--- config.mk ---
export PLATFORM = sky130hd
export DESIGN_NAME = counter_ctrl_seq
export DESIGN_NICKNAME = d
export VERILOG_FILES = /design/src/rtl/counter_ctrl_pkg.sv /design/src/rtl/counter_shadow_model.sv /design/src/rtl/counter_ctrl_seq.sv
export SDC_FILE = /design/constraint.sdc
export NUM_CORES = 1
export LEC_CHECK = 0
export CORE_MARGIN = 2
export CORE_UTILIZATION = 45
export DETAILED_ROUTE_END_ITERATION = 8
export PLACE_DENSITY = 0.8
export SYNTH_ARGS = -nofsm -noshare
export SYNTH_HDL_FRONTEND = slang
export SYNTH_HIERARCHICAL = 1
export SYNTH_SLANG_ARGS = --single-unit
--- constraint.sdc ---
create_clock -name Clk -period 7.1 [get_ports Clk]
set_clock_uncertainty 0.15 [all_clocks]
set_input_delay 1.065 -clock Clk [delete_from_list [all_inputs] [get_ports Clk]]
set_output_delay 1.065 -clock Clk [all_outputs]
set_load 0.05 [all_outputs]
--- src/rtl/counter_ctrl_pkg.sv ---
// Shared types and constants for the counter command sequencer and its shadow checker.
package counter_ctrl_pkg;

    localparam int unsigned ERR_W = 8;
    localparam logic [ERR_W-1:0] ERR_CNT_MAX = 8'hFF;

    typedef enum logic [1:0] {
        CMD_CLEAR = 2'b00,
        CMD_LOAD  = 2'b01,
        CMD_UP    = 2'b10,
        CMD_DOWN  = 2'b11
    } cmd_op_e;

    typedef enum logic [1:0] {
        ST_IDLE  = 2'b00,
        ST_CLEAR = 2'b01,
        ST_LOAD  = 2'b10,
        ST_STEP  = 2'b11
    } state_e;

    // Control strobes presented to the counter in one cycle.
    typedef struct packed {
        logic rst;
        logic en;
        logic ld;
        logic up;
    } ctr_strobe_t;

endpackage

--- src/rtl/counter_shadow_model.sv ---
// Shadow copy of the counter, updated from the driven strobes, with sticky compare error tracking.
module counter_shadow_model
    import counter_ctrl_pkg::*;
#(
    parameter int unsigned WIDTH = 8
) (
    input  logic             clk,
    input  logic             rst_n,
    input  ctr_strobe_t      strobe,
    input  logic [WIDTH-1:0] in_data,
    input  logic [WIDTH-1:0] out_data,
    input  logic             synced,
    input  logic             err_clr,
    output logic             mismatch_err,
    output logic [ERR_W-1:0] err_count
);

    logic [WIDTH-1:0] shadow_q, shadow_d;
    logic             err_q, err_d;
    logic [ERR_W-1:0] cnt_q, cnt_d;
    logic             mismatch_c;

    // Counter behaviour: reset over load over count, modulo 2^WIDTH.
    always_comb begin
        shadow_d = shadow_q;
        if (strobe.rst) begin
            shadow_d = '0;
        end else if (strobe.ld) begin
            shadow_d = in_data;
        end else if (strobe.en && strobe.up) begin
            shadow_d = shadow_q + WIDTH'(1);
        end else if (strobe.en) begin
            shadow_d = shadow_q - WIDTH'(1);
        end
    end

    assign mismatch_c = synced && (out_data != shadow_q);

    // A clear request wins over a mismatch seen on the same edge.
    always_comb begin
        err_d = err_q;
        cnt_d = cnt_q;
        if (err_clr) begin
            err_d = 1'b0;
            cnt_d = '0;
        end else if (mismatch_c) begin
            err_d = 1'b1;
            if (cnt_q != ERR_CNT_MAX) begin
                cnt_d = cnt_q + ERR_W'(1);
            end
        end
    end

    always_ff @(posedge clk or negedge rst_n) begin
        if (!rst_n) begin
            shadow_q <= '0;
            err_q    <= 1'b0;
            cnt_q    <= '0;
        end else begin
            shadow_q <= shadow_d;
            err_q    <= err_d;
            cnt_q    <= cnt_d;
        end
    end

    assign mismatch_err = err_q;
    assign err_count    = cnt_q;

endmodule

--- src/rtl/counter_ctrl_seq.sv ---
// Command sequencer: expands CLEAR/LOAD/UP/DOWN commands into registered counter strobes
// and checks the counter output against a shadow model.
module counter_ctrl_seq
    import counter_ctrl_pkg::*;
#(
    parameter int unsigned WIDTH = 8
) (
    input  logic             Clk,
    input  logic             Reset_n,
    input  logic             Cmd_Valid,
    output logic             Cmd_Ready,
    input  logic [1:0]       Cmd_Op,
    input  logic [WIDTH-1:0] Cmd_Data,
    output logic             Ctr_Reset,
    output logic             Ctr_Enable,
    output logic             Ctr_Load,
    output logic             Ctr_UpDown,
    output logic [WIDTH-1:0] Ctr_In_Data,
    input  logic [WIDTH-1:0] Ctr_Out_Data,
    output logic             Done,
    input  logic             Err_Clr,
    output logic             Mismatch_Err,
    output logic [ERR_W-1:0] Err_Count
);

    state_e           state_q, state_d;
    logic [WIDTH-1:0] step_q, step_d;
    logic             up_q, up_d;
    logic [WIDTH-1:0] data_q, data_d;
    ctr_strobe_t      strobe_q, strobe_d;
    logic             ready_q, ready_d;
    logic             done_q, done_d;
    logic             synced_q, synced_d;
    logic             accept_c;
    cmd_op_e          op_c;

    assign accept_c = Cmd_Valid && ready_q;
    assign op_c     = cmd_op_e'(Cmd_Op);

    // Strobes are computed for the cycle being entered, so they appear right after the accept edge.
    always_comb begin
        state_d  = state_q;
        step_d   = step_q;
        up_d     = up_q;
        data_d   = data_q;
        strobe_d = '0;
        done_d   = 1'b0;
        synced_d = synced_q;
        case (state_q)
            ST_IDLE: begin
                if (accept_c) begin
                    case (op_c)
                        CMD_CLEAR: begin
                            state_d      = ST_CLEAR;
                            strobe_d.rst = 1'b1;
                        end
                        CMD_LOAD: begin
                            state_d     = ST_LOAD;
                            data_d      = Cmd_Data;
                            strobe_d.en = 1'b1;
                            strobe_d.ld = 1'b1;
                        end
                        default: begin
                            state_d     = ST_STEP;
                            step_d      = Cmd_Data;
                            up_d        = (op_c == CMD_UP);
                            strobe_d.en = (Cmd_Data != '0);
                            strobe_d.up = (op_c == CMD_UP) && (Cmd_Data != '0);
                        end
                    endcase
                end
            end
            ST_CLEAR, ST_LOAD: begin
                state_d  = ST_IDLE;
                done_d   = 1'b1;
                synced_d = 1'b1;
            end
            ST_STEP: begin
                // step_q counts drive cycles left including the current one; zero means none.
                if (step_q <= WIDTH'(1)) begin
                    state_d = ST_IDLE;
                    done_d  = 1'b1;
                end else begin
                    step_d      = step_q - WIDTH'(1);
                    strobe_d.en = 1'b1;
                    strobe_d.up = up_q;
                end
            end
            default: begin
                state_d = ST_IDLE;
            end
        endcase
        ready_d = (state_d == ST_IDLE);
    end

    always_ff @(posedge Clk or negedge Reset_n) begin
        if (!Reset_n) begin
            state_q  <= ST_IDLE;
            step_q   <= '0;
            up_q     <= 1'b0;
            data_q   <= '0;
            strobe_q <= '0;
            ready_q  <= 1'b0;
            done_q   <= 1'b0;
            synced_q <= 1'b0;
        end else begin
            state_q  <= state_d;
            step_q   <= step_d;
            up_q     <= up_d;
            data_q   <= data_d;
            strobe_q <= strobe_d;
            ready_q  <= ready_d;
            done_q   <= done_d;
            synced_q <= synced_d;
        end
    end

    assign Cmd_Ready   = ready_q;
    assign Ctr_Reset   = strobe_q.rst;
    assign Ctr_Enable  = strobe_q.en;
    assign Ctr_Load    = strobe_q.ld;
    assign Ctr_UpDown  = strobe_q.up;
    assign Ctr_In_Data = data_q;
    assign Done        = done_q;

    counter_shadow_model #(
        .WIDTH(WIDTH)
    ) u_shadow (
        .clk         (Clk),
        .rst_n       (Reset_n),
        .strobe      (strobe_q),
        .in_data     (data_q),
        .out_data    (Ctr_Out_Data),
        .synced      (synced_q),
        .err_clr     (Err_Clr),
        .mismatch_err(Mismatch_Err),
        .err_count   (Err_Count)
    );

endmodule
# [Yosys cells after proc, flatten, opt, wreduce, memory -nomap -nowiden]
# Index checks and enable logic that the tools add are counted.
[totals] regBits=43 input_bits=22 wordCells=78
[op_classes] addsub=4 n_lt_le_gt_ge=1 eq_ne=10 muxes=30 n_bitwise=1 reduce_logical=18
[op_table] operator="$mux 8" count=10
[op_table] operator="$add 8x1->8 const B" count=2
[op_table] operator="$pmux 8 s2" count=1
[op_table] operator="$sub 8x1->8 const B" count=2
[op_table] operator="$mux 1" count=10
[op_table] operator="$le 8x1->1 const B" count=1
[op_table] operator="$ne 8x8->1" count=1
[op_table] operator="$ne 8x8->1 const B" count=1
[op_table] operator="$pmux 1 s2" count=4
[op_table] operator="$reduce_bool 8->1" count=1
[op_table] operator="$eq 2x2->1 const B" count=3
[op_table] operator="$logic_not 2->1" count=3
[op_table] operator="$ne 2x2->1 const B" count=3
[op_table] operator="$pmux 2 s3" count=1
[op_table] operator="$reduce_and 3->1" count=2
[op_table] operator="$reduce_bool 2->1" count=3
[op_table] operator="$eq 2x1->1 const B" count=2
[op_table] operator="$logic_and 1x1->1" count=4
[op_table] operator="$mux 2" count=2
[op_table] operator="$mux 4" count=1
[op_table] operator="$pmux 2 s2" count=1
[op_table] operator="$reduce_and 4->1" count=1
[op_table] operator="$reduce_bool 4->1" count=1
[op_table] operator="$reduce_or 2->1" count=2
[op_table] operator="2 further kinds" count=2

# [Depth between registers and ports, before layout]
# Gate-level depths: netlist of run 1.
[logic_depth] ltp_word=5 ltp_mapped=8 ltp_nobuf=7

# [By module]
# Netlist of run 1, hierarchy kept.
[by_module_without_submodules] mod="counter_ctrl_seq" n_inst=1 cells_each=126 area_each_um2=1362.6 seq_area_each_um2=650.6
[by_module_without_submodules] mod="counter_shadow_model" n_inst=1 cells_each=138 area_each_um2=1253.7 seq_area_each_um2=425.4

# [Least setup slack after synthesis of run 1]
# Ideal clock, no wire load.
[synth_path] path_kind="reg-to-reg" startpoint="register strobe_q, in the netlist Ctr_Enable" endpoint="register u_shadow.shadow_q[6]" arrival_time_ps=2644 required_ps=6846 slack_ps=4203 stages_incl_launch_ff=9 synth_period_minus_slack_ps=2897 cell_sequence="dfrtp_1 -> buf_2 -> nand2_1 -> fa_1 -> a211oi_2 -> o21bai_1 -> a2111oi_0 -> a41oi_1 -> a221oi_1"
[synth_via] elab_chain_cells=4
[synth_rtl] item="from (decl)" line="counter_ctrl_seq.sv:30" rtl="ctr_strobe_t strobe_q, strobe_d;"
[synth_rtl] item="from (signal assigned)" line="counter_ctrl_seq.sv:111" rtl="strobe_q <= strobe_d;"
[synth_rtl] item="$logic_and 1x1->1" line="counter_shadow_model.sv:30" rtl="end else if (strobe.en && strobe.up) begin"
[synth_rtl] item="$mux 8" line="counter_shadow_model.sv:30"
[synth_rtl] item="$mux 8" line="counter_shadow_model.sv:28" rtl="end else if (strobe.ld) begin"
[synth_rtl] item="$mux 8" line="counter_shadow_model.sv:26" rtl="if (strobe.rst) begin"
[synth_rtl] item="to (signal assigned)" line="counter_shadow_model.sv:60" rtl="shadow_q <= shadow_d;"
[synth_rtl] item="to (decl)" line="counter_shadow_model.sv:18" rtl="logic [WIDTH-1:0] shadow_q, shadow_d;"
# Parallel ways exist; a longest one is shown, timed or not.
# A chain may end at the register's enable or synchronous reset.

# [Worst setup path in the final report of run 1]
[layout_path] startpoint="input Cmd_Valid" endpoint="register data_q[7], in the netlist Ctr_In_Data[7]"
[layout_via] elab_chain_cells=2
[layout_rtl] item="from (decl)" line="counter_ctrl_seq.sv:10" rtl="input logic Cmd_Valid,"
[layout_rtl] item="$logic_and 1x1->1" line="counter_ctrl_seq.sv:37" rtl="assign accept_c = Cmd_Valid && ready_q;"
[layout_rtl] item="$reduce_and 3->1 (no source line)"
[layout_rtl] item="to (signal assigned)" line="counter_ctrl_seq.sv:110" rtl="data_q <= data_d;"
[layout_rtl] item="to (decl)" line="counter_ctrl_seq.sv:29" rtl="logic [WIDTH-1:0] data_q, data_d;"
# Every way passes these cells.

==> reports/results.tsv, run 1 <==
metric	value	unit
n_antenna_cell	0	
drtPass1Iterations	4	
p_clk_share	13.1	%
gp_congestion	0.909	
power_density	412	mW/mm^2
slew_headroom	19.7	%
required	7.13	ns
antenna_found_initial	0	
rsz0062_at_grt	false	
routed_wl	6.04	mm
clk_pin_slew	0.08	ns
seqCellArea	0.00108	mm^2
power.share.combinational	53.1	%
start_util	46.9	%
postCtsHoldBufs	0	
grt_pass1_wl	10.2	mm
syn_nets	299	
vias	2193	
ant_nets	0	
die_area	0.00644	mm^2
die_x	80.3	um
synth_cell_type_count	60	
track_usage	20.1	%
coreArea	0.00557	mm^2
avgSynthCellArea	9.91	um^2
synth.area.top_cells	dfrtp_1 41%, ha_1 5.7%, mux2_2 5.2%	
cts_sinks	43	
max_cap_viol_count	0	
cts_tree	yes	
crit_fanout	9	
clk-insertion-delay-late	0.30	ns
finalMaxSlewViolations	0	
switching_power	0.000596	W
netlist.area_leader.share	41.1	%
cts_setup_buffers	0	
period_needed	3.14	ns
synth-seq-cells	43	
arrival	3.18	ns
post-synth-top-area-cell	dfrtp_1	
synthesis.area	0.00262	mm^2
die_y	80.3	um
swShare	45.3	%
mostFrequentLayoutCells	43 x dfrtp_1, 43 x clkdlybuf4s50_1, 21 x nor2_1	
rows	27	
p_leak	1.29	nW
place_ws	3.64	ns
numCtsBuffers	5	
power_frac_seq	33.8	%
cts_resized	0	
port_buffers	44	
fmax	0.318	GHz
dp_hpwl	4.41	mm
nNetsFinal	341	
htree_levels	2	
hold_path.class	flop to flop	
worst_slack	3.96	ns
setup_viol	0	
synth_edf_count	0	
nFillCells	498	
viasPerCell	5.79	
status	complete, no violations	
ir_worst_vdd	0.259	mV
post-route-period-util	44.3	%
multi_input_area	0.00145	mm^2
initialDrtViolationCount	184	
drive_gt1_share	10.4	%
area_growth	22.1	%
startpoint_type	primary input	
path_class	primary input to flop	
clock-root-buffer	clkbuf_8	
holdWs	0.352	ns
intPower	0.000720	W
wire_per_inst	15.9	um
end_kind	flop	
drc	0	
synth-seq-area-share	41.1	%
ys.flop_type	dfrtp_1	
clockBufferDepth	2	
final.setup.tns	0	ns
hold_viol_final	0	
ios	45	
syn-instance-count	264	
yosys_warnings	6	
grt_max_degree	44	
grt_pass1_vias	2153	
synthArstFlopShare	100	%
tightest_slew	1.20	ns
gr-total-overflow	0	
==> metal layers <==
metal / up-vias / GRT usage (%) / wire length (um)
li1: 1073 / - / -
met1: 1037 / 26.2 / 2760
met2: 73 / 32.5 / 2860
met3: 10 / 3.82 / 315
met4: 0 / 8.64 / 101
met5: - / 0 / 0
==> kinds of logic (layout without fill, tap and decap cells) <==
logic type | count (synthesis) | in the layout | share of synthesized area [%]
flops | 43 | 43 | 41.1
compound gates | 74 | 74 | 20.5
mux | 17 | 17 | 7.08
buf+inv | 21 | 64 | 3.49
xor+xnor | 14 | 14 | 4.69
fa+ha+maj | 13 | 13 | 6.50
simple gates | 82 | 82 | 16.6
==> power groups by stage <==
stage	logic, W	clock network (W)	registers (W)
finish	0.000699	0.000172	0.000445
global placement	0.000676	0	0.000445
detailed placement	0.000691	0	0.000447
CTS	0.000697	0.000175	0.000444
floorplan	0.000416	0	0.000535
global route	0.000770	0.000185	0.000459
==> cell type report <==
| type | count | area share [%] |
|---|---|---|
| Tap cell | 72 | 2.82 |
| Clock buffer | 8 | 3.13 |
| Sequential cell | 43 | 33.7 |
| Timing Repair Buffer | 44 | 13.6 |
| Multi-Input combinational cell | 200 | 45.3 |
| Inverter | 12 | 1.41 |
==> path summary, 6_finish.rpt <==
| kind | from | to | slack [ns] | cells past startpoint |
|---|---|---|---|---|
| max | Cmd_Valid | Ctr_In_Data[7] | 3.96 | 4 |
| min | up_q | up_q | 0.35 | 2 |
| max reg2reg | Ctr_Enable | u_shadow/shadow_q[6] | 4.11 | 7 |
| min reg2reg | up_q | up_q | 0.35 | 2 |
| max in group asynchronous | Reset_n | u_shadow/shadow_q[0] | 5.45 | 1 |
| min in group asynchronous | Reset_n | u_shadow/err_count[5] | 0.76 | 1 |
==> synthesized netlist by cell type, drive strengths merged, types with 4 or more instances <==
cell type  count
a211oi         5
a21oi         16
a22oi          7
buf            6
dfrtp         43
ha            12
inv           12
mux2          12
mux2i          5
nand2         14
nand3          6
nand4          4
nor2          21
nor2b          6
nor3           7
o21ai         12
o31ai          5
or3            4
xnor2         13
==> state kept, by name (all words and copies together) (netlist names), 2 cells and up <==
name                cells
step_q                  8
state_q                 2
u_shadow/err_count      8
Ctr_In_Data             8
u_shadow/shadow_q       8
==> worst max-delay path, stage by stage <==
cell             delay, ns
clkdlybuf4s50_1       0.52
nand3_1               0.16
nor3b_1               1.01
mux2_2                0.43
==> stage by stage <==
stage          utilization (%)  total power, W  instance area, um^2  cells
2_1_floorplan                -        0.000951                 2620    264
3_3_place_gp              55.5         0.00112                 3100    371
3_5_place_dp              55.5         0.00114                 3100    371
4_1_cts                   57.3         0.00132                 3200    379
5_1_grt                   57.3         0.00141                 3200    379
6_report                  57.3         0.00132                 3200    379
(Power assumes the default switching activity.)
==> inputs of run 2 (changes only) <==
==> constraint.sdc (replaced) <==
create_clock -name Clk -period 2.9 [get_ports Clk]
set_clock_uncertainty 0.15 [all_clocks]
set_input_delay 0.435 -clock Clk [delete_from_list [all_inputs] [get_ports Clk]]
set_output_delay 0.435 -clock Clk [all_outputs]
set_load 0.05 [all_outputs]
==> reports/results.tsv, run 2 (same netlist as run 1, synthesis figures left out) <==
metric	value	unit
gp_congestion	0.926	
final.setup.tns	0	ns
drc	0	
dp_hpwl	4.60	mm
gr-total-overflow	0	
grt_pass1_wl	10.3	mm
clockBufferDepth	2	
cp_slowest_cell	fa_1	
coreArea	0.00557	mm^2
routed_wl	6.17	mm
ant_nets	0	
critical_path.max_stage_delay	0.52	ns
finalMaxSlewViolations	0	
grtUsageMet3	3.03	%
slew_headroom	36.9	%
post-route-util	57.8	%
path_class	flop to flop	
antenna_found_initial	0	
postCtsHoldBufs	0	
seqCellArea	0.00108	mm^2
drtPass1Iterations	5	
vias	2253	
cts_tree	yes	
grt_max_degree	44	
n_antenna_cell	0	
rsz0062_at_grt	false	
die_area	0.00644	mm^2
worst_slack	0.377	ns
hold_viol_final	0	
ir_worst_vdd	0.512	mV
required	2.95	ns
power_density	1000	mW/mm^2
viasPerCell	5.88	
drive_gt1_share	11.9	%
wire_per_inst	16.1	um
track_usage	20.4	%
crit_chain	nand2_1 > fa_1 > a211oi_2 > o21bai_1 > a2111oi_0 > a41oi_1 > a221oi_1	
multi_input_area	0.00145	mm^2
p_leak	1.32	nW
area_growth	23.1	%
initialDrtViolationCount	235	
arrival	2.57	ns
mostFrequentLayoutCells	43 x dfrtp_1, 43 x clkdlybuf4s50_1, 21 x nor2_1	
startpoint_type	flop	
rows	27	
period_needed	2.52	ns
fmax	0.396	GHz
die_y	80.3	um
crit_buf_inv	0	
clk_pin_slew	0.08	ns
nNetsFinal	346	
nFillCells	479	
setup_viol	0	
grt_use_met1	28.0	%
tightest_slew	0.946	ns
grt_pass1_vias	2088	
grt_busiest_layer	met2	
cts_resized	0	
cts_setup_buffers	0	
numCtsBuffers	5	
cts_sinks	43	
status	complete, no violations	
die_x	80.3	um
ios	45	
post-route-period-util	87.0	%
hold_path.class	primary input to async pin	
port_buffers	44	
crit_fanout	9	
path_delay_family	compound AO/OA/AOI/OAI gates	
start_util	46.9	%
end_kind	flop	
place_ws	0.398	ns
clock-root-buffer	clkbuf_8	
max_cap_viol_count	0	
use_met2	32.6	%
clk-insertion-delay-late	0.30	ns
htree_levels	2	
-- run 2: cell types whose count changed in the layout (fill, tap and decap cells not counted) --
| cell | before | now |
|---|---|---|
| buf_4 | 0 | 5 |
| clkbuf_1 | 1 | 0 |
| clkbuf_8 | 7 | 6 |
| clkinv_2 | 0 | 1 |
-- run 2: layout make-up --
| cell class | count | share of cell area [%] |
|---|---|---|
| Clock buffer | 6 | 2.56 |
| Clock inverter | 1 | 0.155 |
| Inverter | 12 | 1.40 |
| Multi-Input combinational cell | 200 | 45.0 |
| Sequential cell | 43 | 33.4 |
| Tap cell | 72 | 2.80 |
| Timing Repair Buffer | 49 | 14.7 |
-- run 2: worst paths after layout --
kind                            startpoint               endpoint  slack [ns]  depth (start not counted)
worst max-delay path            Ctr_Enable   u_shadow/shadow_q[6]        0.38                          7
worst min-delay path               Reset_n  u_shadow/err_count[5]        0.13                          1
worst max register to register  Ctr_Enable   u_shadow/shadow_q[6]        0.38                          7
worst min register to register        up_q                   up_q        0.34                          2
max in group asynchronous          Reset_n              step_q[5]        1.88                          1
min in group Clk                      up_q                   up_q        0.34                          2
-- run 2: routing by layer --
| layer | up-vias | wire length, um |
|---|---|---|
| met2 | 62 | 2960 |
| met3 | 8 | 275 |
| li1 | 1078 | - |
| met4 | 0 | 115 |
| met5 | - | 0 |
| met1 | 1105 | 2820 |
-- run 2: through the flow --
stage / area, um^2 / instances / hold WS, ns / power, W
after global placement: 3130 / 376 / 0.312 / 0.00277
after floorplan: 2620 / 264 / -0.0106 / 0.00233
after global routing: 3220 / 383 / 0.217 / 0.00345
after CTS: 3220 / 383 / 0.175 / 0.00323
final: 3220 / 383 / 0.128 / 0.00323
after detailed placement: 3130 / 376 / 0.323 / 0.00283
-- run 2: where the power goes --
group | switching, W | internal (W) | total [W] | leakage [nW]
registers | 0.000254 | 0.000812 | 0.00107 | 0.547
clock network | 0.000207 | 0.000187 | 0.000394 | 0.0470
logic | 0.00101 | 0.000755 | 0.00177 | 0.722
total | 0.00148 | 0.00175 | 0.00323 | 1.32
